<file path="src/rtl/v_noc_flit_sender.sv">
// NoC injection stage: buffers test cases and issues flits into the router local port under per-VC credits.
// Optional: V_NOC_SENDER_TXN_ID_EN adds a wrapping txn_id counter; ENABLE_TXN_ID adds txn_id to the record.
package v_noc_sender_pkg;
  localparam int NodeID_Width     = 4;
  localparam int TxnID_Width      = 8;
  localparam int QoS_Width        = 4;
  localparam int FlitData_Width   = 32;
  localparam int VC_ID_NUM_MAX_W  = 2;
  localparam int SENDER_TIMEOUT_W = 16;
  localparam int TIMEOUT_THR_W    = 16;
  localparam int LAR_W            = 3;

  typedef struct packed {
    logic [QoS_Width-1:0]      qos_value;
    logic [NodeID_Width-1:0]   tgt_id;
    logic [NodeID_Width-1:0]   src_id;
    logic [TxnID_Width-1:0]    txn_id;
    logic [FlitData_Width-1:0] flit_data;
  } flit_t;

  localparam int FLIT_LENGTH = $bits(flit_t);

  typedef struct packed {
    logic [63:0]               mcycle_when_generated;
    logic [TIMEOUT_THR_W-1:0]  timeout_threshold;
    logic [QoS_Width-1:0]      qos_value;
    logic [NodeID_Width-1:0]   tgt_id;
    logic [NodeID_Width-1:0]   src_id;
    logic [FlitData_Width-1:0] flit_data;
  } test_case_t;

  typedef struct packed {
    logic [63:0]                  generated_mcycle;
    logic [63:0]                  sent_mcycle;
    logic [TIMEOUT_THR_W-1:0]     timeout_threshold;
    logic [QoS_Width-1:0]         qos_value;
    logic [NodeID_Width-1:0]      tgt_id;
    logic [NodeID_Width-1:0]      src_id;
    logic [FlitData_Width-1:0]    flit_data;
    logic [VC_ID_NUM_MAX_W-1:0]   inport_vc_id;
    logic [LAR_W-1:0]             look_ahead_routing;
`ifdef ENABLE_TXN_ID
    logic [TxnID_Width-1:0]       txn_id;
`endif
  } scoreboard_entry_t;
endpackage

module v_noc_flit_sender
  import v_noc_sender_pkg::*;
#(
  parameter int FIFO_DEPTH  = 4,
  parameter int VC_NUM      = 2,
  parameter int VC_DEPTH    = 4,
  parameter int STALL_LIMIT = 1000
) (
  input  logic                       clk,
  input  logic                       rstn,
  input  logic [63:0]                mcycle_i,
  input  logic                       tc_vld_i,
  output logic                       tc_rdy_o,
  input  test_case_t                 tc_i,
  output logic                       tx_flit_vld_o,
  output logic [FLIT_LENGTH-1:0]     tx_flit_o,
  output logic [VC_ID_NUM_MAX_W-1:0] tx_flit_vc_id_o,
  input  logic                       rx_credit_vld_i,
  input  logic [VC_ID_NUM_MAX_W-1:0] rx_credit_vc_id_i,
  output logic                       sb_vld_o,
  output scoreboard_entry_t          sb_entry_o,
  output logic [31:0]                sent_cnt_o,
  output logic                       err_timeout_o,
  output logic                       err_credit_ovf_o
);
  localparam int AW = $clog2(FIFO_DEPTH);
  localparam int CW = $clog2(VC_DEPTH + 1);
  localparam int VW = VC_ID_NUM_MAX_W;

  typedef enum logic [1:0] {IDLE, ACTIVE, STALL} state_t;

  test_case_t             fifo_mem [FIFO_DEPTH];
  test_case_t             head;
  logic [AW:0]            wr_ptr, rd_ptr;
  logic                   fifo_empty, fifo_full, push, issue, any_credit;
  logic [CW-1:0]          credit [VC_NUM];
  logic [VC_NUM-1:0]      ret_hit, take_hit;
  logic [VW-1:0]          rr, sel_vc;
  logic [TxnID_Width-1:0] txn_value;
  logic [SENDER_TIMEOUT_W-1:0] stall_cnt;
  state_t                 state_q, state_d;
  flit_t                  flit_d;

  assign fifo_empty = (wr_ptr == rd_ptr);
  assign fifo_full  = (wr_ptr[AW] != rd_ptr[AW]) && (wr_ptr[AW-1:0] == rd_ptr[AW-1:0]);
  assign tc_rdy_o   = !fifo_full;
  assign push       = tc_vld_i && !fifo_full;
  assign head       = fifo_mem[rd_ptr[AW-1:0]];
  assign issue      = !fifo_empty && any_credit;

  // NOTE: the buffer storage has no reset; the pointers alone define what is valid.
  always_ff @(posedge clk) begin
    if (push) fifo_mem[wr_ptr[AW-1:0]] <= tc_i;
  end

  // NOTE: sequential state uses <= so every flop sees pre-edge values regardless of block order.
  always_ff @(posedge clk or negedge rstn) begin
    if (!rstn) begin
      wr_ptr <= '0;
      rd_ptr <= '0;
    end else begin
      if (push)  wr_ptr <= wr_ptr + 1'b1;
      if (issue) rd_ptr <= rd_ptr + 1'b1;
    end
  end

  // Round-robin: first VC with credit at or above rr, then wrap to those below it.
  // NOTE: every always_comb output gets a default first, so no path can infer a latch.
  always_comb begin : vc_select
    any_credit = 1'b0;
    sel_vc     = '0;
    for (int v = 0; v < VC_NUM; v++) begin
      if (!any_credit && VW'(v) >= rr && credit[v] != '0) begin
        any_credit = 1'b1;
        sel_vc     = VW'(v);
      end
    end
    for (int v = 0; v < VC_NUM; v++) begin
      if (!any_credit && VW'(v) < rr && credit[v] != '0) begin
        any_credit = 1'b1;
        sel_vc     = VW'(v);
      end
    end
  end

  always_comb begin
    ret_hit  = '0;
    take_hit = '0;
    for (int v = 0; v < VC_NUM; v++) begin
      ret_hit[v]  = rx_credit_vld_i && (rx_credit_vc_id_i == VW'(v));
      take_hit[v] = issue && (sel_vc == VW'(v));
    end
  end

  always_ff @(posedge clk or negedge rstn) begin
    if (!rstn) begin
      for (int v = 0; v < VC_NUM; v++) credit[v] <= CW'(VC_DEPTH);
      rr               <= '0;
      err_credit_ovf_o <= 1'b0;
    end else begin
      for (int v = 0; v < VC_NUM; v++) begin
        if (ret_hit[v] && !take_hit[v]) begin
          if (credit[v] == CW'(VC_DEPTH)) err_credit_ovf_o <= 1'b1;
          else                            credit[v] <= credit[v] + 1'b1;
        end else if (take_hit[v] && !ret_hit[v]) begin
          credit[v] <= credit[v] - 1'b1;
        end
      end
      if (issue) rr <= (sel_vc == VW'(VC_NUM - 1)) ? '0 : sel_vc + 1'b1;
    end
  end

  always_comb begin
    state_d = STALL;
    if (fifo_empty) state_d = IDLE;
    else if (issue) state_d = ACTIVE;
  end

  always_ff @(posedge clk or negedge rstn) begin
    if (!rstn) begin
      state_q       <= IDLE;
      stall_cnt     <= '0;
      err_timeout_o <= 1'b0;
    end else begin
      state_q <= state_d;
      if (state_q == STALL) begin
        if (stall_cnt != '1) stall_cnt <= stall_cnt + 1'b1;
        if (stall_cnt >= SENDER_TIMEOUT_W'(STALL_LIMIT - 1)) err_timeout_o <= 1'b1;
      end else begin
        stall_cnt <= '0;
      end
    end
  end

`ifdef V_NOC_SENDER_TXN_ID_EN
  logic [TxnID_Width-1:0] txn_cnt;
  always_ff @(posedge clk or negedge rstn) begin
    if (!rstn)      txn_cnt <= '0;
    else if (issue) txn_cnt <= txn_cnt + 1'b1;
  end
  assign txn_value = txn_cnt;
`else
  assign txn_value = '0;
`endif

  always_comb begin
    flit_d.qos_value = head.qos_value;
    flit_d.tgt_id    = head.tgt_id;
    flit_d.src_id    = head.src_id;
    flit_d.txn_id    = txn_value;
    flit_d.flit_data = head.flit_data;
  end

  always_ff @(posedge clk or negedge rstn) begin
    if (!rstn) begin
      tx_flit_vld_o   <= 1'b0;
      tx_flit_o       <= '0;
      tx_flit_vc_id_o <= '0;
      sb_vld_o        <= 1'b0;
      sb_entry_o      <= '0;
      sent_cnt_o      <= '0;
    end else begin
      tx_flit_vld_o <= issue;
      sb_vld_o      <= issue;
      if (issue) begin
        tx_flit_o                     <= flit_d;
        tx_flit_vc_id_o               <= sel_vc;
        sb_entry_o.generated_mcycle   <= head.mcycle_when_generated;
        sb_entry_o.sent_mcycle        <= mcycle_i;
        sb_entry_o.timeout_threshold  <= head.timeout_threshold;
        sb_entry_o.qos_value          <= head.qos_value;
        sb_entry_o.tgt_id             <= head.tgt_id;
        sb_entry_o.src_id             <= head.src_id;
        sb_entry_o.flit_data          <= head.flit_data;
        sb_entry_o.inport_vc_id       <= sel_vc;
        sb_entry_o.look_ahead_routing <= '0;
`ifdef ENABLE_TXN_ID
        sb_entry_o.txn_id             <= txn_value;
`endif
        sent_cnt_o                    <= sent_cnt_o + 1'b1;
      end
    end
  end
endmodule

</file>
<file path="config.mk">
export PLATFORM = sky130hd
export DESIGN_NAME = v_noc_flit_sender
export DESIGN_NICKNAME = d
export VERILOG_FILES = /design/src/rtl/v_noc_flit_sender.sv
export SDC_FILE = /design/constraint.sdc
export NUM_CORES = 1
export LEC_CHECK = 0
export BUFFER_PORTS_ARGS = -buffer_cell sky130_fd_sc_hd__buf_2
export CORE_MARGIN = 3
export CORE_UTILIZATION = 45
export CTS_CLUSTER_DIAMETER = 150
export DETAILED_ROUTE_END_ITERATION = 8
export PLACE_DENSITY = 0.69
export REMOVE_ABC_BUFFERS = 1
export SYNTH_ARGS = -nofsm -noshare
export SYNTH_HDL_FRONTEND = slang
export SYNTH_SLANG_ARGS = --single-unit
</file>
<file path="constraint.sdc">
create_clock -name clk -period 4.2 [get_ports clk]
set_input_delay 0.42 -clock clk [delete_from_list [all_inputs] [get_ports clk]]
set_output_delay 0.42 -clock clk [all_outputs]
set_load 0.02 [all_outputs]
</file>
### After elaboration in Yosys (flattened, before gate mapping)

Memory sizes are Yosys's and may differ from the RTL's.
Index checks and enable logic that the tools add are counted.

| word-level totals | value |
|---|---|
| register bits after elaboration | 301 |
| bits in latches | 0 |
| bits in writable memories | 496 |
| memory bits (read-only) | 0 |
| input bits | 194 |
| output and inout bits | 284 |
| logic and storage cells | 107 |
| memories kept | 1 |

| cells by class | value |
|---|---|
| $add $sub $neg | 9 |
| $mul | 0 |
| div/mod/pow operators | 0 |
| magnitude comparators | 5 |
| equality and inequality tests | 12 |
| shifts and indexed selects | 0 |
| multiplexer cells | 24 |
| bitwise logic cells | 0 |
| reduce and logical (&&, ||, !) cells | 36 |

Memory list:

| memory | depth | width | rd ports | clocked after Yosys merged registers in | wr ports | RTL line | source |
|---|---|---|---|---|---|---|---|
| fifo_mem | 4 | 124 | 1 | 0 | 1 | 79 | `test_case_t fifo_mem [FIFO_DEPTH];` |

Operators with widths:

| operator | count |
|---|---|
| $add 32x1->32 const B | 1 |
| $mux 16 | 2 |
| $logic_and 1x1->1 | 18 |
| $mux 3 | 6 |
| $add 16x1->16 const B | 1 |
| $ge 16x10->1 const B | 1 |
| $ne 16x16->1 const B | 1 |
| $add 3x1->3 const B | 4 |
| $mux 1 | 11 |
| $mux 2 | 5 |
| $logic_not 1->1 | 9 |
| $eq 3x3->1 const B | 2 |
| $reduce_and 2->1 | 3 |
| $reduce_bool 3->1 | 2 |
| $sub 3x1->3 const B | 2 |
| $eq 2x1->1 const B | 2 |
| $ge 1x2->1 const A | 2 |
| $logic_not 2->1 | 2 |
| $lt 1x2->1 const A | 2 |
| $ne 2x2->1 const B | 2 |
| $reduce_bool 2->1 | 2 |
| $eq 3x3->1 | 1 |
| $add 2x1->2 const B | 1 |
| $eq 2x2->1 | 1 |
| other kinds (3) | 3 |

### Depth between registers and ports, before layout

| logic depth | value |
|---|---|
| word-level depth | 22 |
| mapped depth | 10 |
| mapped depth without buffers | 9 |

### Least setup slack after synthesis

Ideal clock, no wire load.

| timing | value |
|---|---|
| path type | register to register |
| from | reg rd_ptr[1] |
| to | mem fifo_mem[3][0] (netlist bit) (enable) |
| setup time | 0.499 ns |
| arrival | 4.041 ns |
| required time | 3.701 ns |
| path slack | -0.340 ns |
| cell stages (with the launch flop) | 5 |
| path buffers | 1 |
| clock period less this slack | 4.540 ns |
| path through | dfrtp_1 > buf_2 > xnor2_2 > a31oi_1 > and2_1 |

| between the ends | value |
|---|---|
| cells in the longest elaborated chain, start to end | 6 |

Ends and longest elaborated chain:

| what | RTL line | source |
|---|---|---|
| from (decl) | 81 | `logic [AW:0] wr_ptr, rd_ptr;` |
| from (signal assigned) | 110 | `if (issue) rd_ptr <= rd_ptr + 1'b1;` |
| $eq 2x2->1 | 92 | `assign fifo_full = (wr_ptr[AW] != rd_ptr[AW]) && (wr_ptr[AW-1:0] == rd_ptr[AW-1:0]);` |
| $logic_and 1x1->1 | 92 |  |
| $logic_not 1->1 | 94 | `assign push = tc_vld_i && !fifo_full;` |
| $logic_and 1x1->1 | 94 |  |
| $mux 1 | 100 | `if (push) fifo_mem[wr_ptr[AW-1:0]] <= tc_i;` |
| $mux 1 (not written as such) | 100 |  |
| to (decl) | 79 |  |

Every way passes these cells.

### Worst setup path after layout

| timing | value |
|---|---|
| from | reg rd_ptr[1] |
| to | mem fifo_mem[1][114] (netlist bit) (enable) |

The elaborated chain is that of the path after synthesis.

==> results.cfg <==
[sta]
max_slew_margin_pct = 20.8
hold_viol_final = 0
fin_crit_ps = 3080
setup_viol = 0
rsz0062_at_grt = false
drv_slew = 0
period_share_pct = 73.2
worstMarginPinSlew_ps = 1190
max_freq_mhz = 325
fin_skew_ps = 20.9

[synth]
ys_types = 60
synth.yosys.seq_area_share_pct = 73.6
syn_inst = 1468
synth_area_leaders = edfxtp_1 (52%), dfrtp_1 (22%), mux4_2 (9.7%), mux2_2 (7.4%), buf_4 (1.9%)
ys_warn_count = 0
syn_area_sq_um = 28900
synth_area_leader_cell = edfxtp_1
synth-seq-cells = 750
synth_ff_type = edfxtp_1
async_flop_share_pct = 33.9
syn_area_per_cell_sq_um = 19.7
synth_edf_count = 496
netlist.area_leader.share_pct = 51.5

[power_and_ir_drop]
leakage_nw = 13.9
power_density_nw_per_um2 = 792
ir_drop_mv = 0.860
total_power_mw = 28.4

[clock_tree]
cts_hold_buf = 130
cts_buffers = 79
clkTransAtPathRegs_ps = 60
clockBufferDepth = 3
cts_max_level = 3
postCtsSetupBuffers = 0
ctsResizeCount = 0
root_buffer = clkbuf_16
clock_sink_count = 750
cts_tree = yes
insertion_delay_ps = 630

[routing]
drtIter0Drc = 889
wirelength_um = 63100
num_vias = 15500
postRouteAntennaNets = 0
drtPass1Iterations = 5
wl_per_cell_um = 21.2
drc = 0
drt-vias-per-instance = 5.20

[die]
ioPinCount = 478
die_w_um = 259
rows = 92
dieArea_sq_um = 67300
core_sq_um = 63300
start_util_pct = 45.6
die_y_um = 259

[placement]
gp_congestion = 0.800
hpwl_um = 39700
io_buffers = 464

[cells_and_area]
drive_above_1_share_pct = 44.3
final_cell_mix = edfxtp_1 (496), buf_2 (463), dfrtp_1 (250)
fin_nets = 2262
final_common_cell = edfxtp_1
area_growth_pct = 24.3
fin_util_pct = 56.7

[global_route]
grt_overflow = 0
grt_max_degree = 96
grt_pass1_vias = 16600
grt_pass1_wl_um = 97800
antenna_found_initial = 6
grt_use_total_pct = 18.9

[setup_path]
crit_fanout = 39
crit_type = reg2reg
cp-end-kind = flip-flop
required_ps = 4490
max_stage_delay_ps = 830
start_kind = flip-flop
cp_data_arrival_time_ps = 3370
cp_slowest_cell = dfrtp_4
path_cells = xnor2_2, a31oi_1, and2_4, buf_12

[flow_run]
max-cap-violations = 0

[hold_path]
hold_class = in2reg

[status]
run_status = finished clean
-- area by class of cell --
cell class	count	area (sq um)
Tap cell	846	1060
Sequential cell	750	21300
Antenna cell	6	15.0
Fill cell	4802	27400
Timing Repair Buffer	620	4030
Inverter	13	48.8
Clock inverter	32	320
Clock buffer	116	2270
Multi-Input combinational cell	595	6900
-- Yosys cell counts (7+ instances only) --
library cell	instances
mux2_2	190
o21ai_0	7
inv_1	13
nor2_1	12
and2_1	9
and3_1	11
buf_4	73
edfxtp_1	496
buf_2	24
nor4_1	14
ha_1	7
clkbuf_1	19
mux4_2	124
nand4_1	10
nand2_1	35
nand3_1	17
mux2i_1	11
xnor2_1	14
nor3_1	17
xor2_1	27
dfrtp_1	252
-- flip-flops by register name (all words and copies together) (netlist names), 2 cells and up --
register and count:
wr_ptr 3, credit 6, sb_entry_o 186, sent_cnt_o 32, state_q 2, fifo_mem 496
tx_flit_o 3, stall_cnt 16, rd_ptr 3
-- cells by family (layout without fill, tap and decap cells) --
family | Yosys count | in the layout | synth area share (%)
AOI/OAI and AO/OA | 49 | 49 | 1.29
xor gates and xnor gates | 43 | 43 | 1.36
adders and majority gates | 9 | 9 | 0.442
buffers and inverters | 135 | 781 | 2.83
DFF | 750 | 750 | 73.6
muxes | 325 | 325 | 17.5
other | 1 | 19 | 0.0130
and+or+nand+nor | 156 | 156 | 3.07
-- worst max-delay path, delay by kind of cell (launching register included) --
kind / cells / cell delay [ps]
flip-flops: 1 / 830
buffers and inverters: 1 / 300
AND/OR/NAND/NOR: 1 / 640
AO/OA/AOI/OAI: 1 / 610
XOR/XNOR: 1 / 310
-- per-layer routing --
metal / vias up / wire length [um] / global-route usage, %
met4: 4 / 1410 / 4.91
met3: 89 / 3760 / 4.55
met1: 8022 / 25800 / 24.6
li1: 6917 / - / -
met5: - / 27 / 0
met2: 449 / 32100 / 31.9
-- path summary, 6_finish.rpt --
kind | start | end | slack, ps | depth (start not counted)
max | rd_ptr[1] | fifo_mem[1][114] | 1120 | 4
min | tc_i[41] | fifo_mem[2][41] | 40 | 1
max reg2reg | rd_ptr[1] | fifo_mem[1][114] | 1120 | 4
min reg2reg | sent_cnt_o[31] | sent_cnt_o[31] | 460 | 1
max in group asynchronous | rstn | sb_entry_o[143] | 2620 | 3
min in group asynchronous | rstn | sent_cnt_o[31] | 400 | 2
-- per-stage QoR --
step | setup WS (ps) | std cells | instance area [sq um] | TNS [ps] | hold WS, ps
6_report | 1120 | 2978 | 35900 | 0 | 39.5
5_1_grt | 899 | 2976 | 35900 | 0 | 6.02
4_1_cts | 1060 | 2972 | 35900 | 0 | 0.0107
3_5_place_dp | 1080 | 2694 | 32000 | 0 | 458
3_3_place_gp | 1190 | 2694 | 32000 | 0 | 455
2_1_floorplan | -12190 | 1358 | 28200 | -5045020 | 124
-- where the power goes --
part           total, mW  switching, mW  internal (mW)
Combinational       10.3           5.69           4.66
Clock               6.82           2.88           3.94
Sequential          11.2          0.981           10.3
Total               28.4           9.56           18.9
Note: power is estimated with default switching activity, not from simulation.
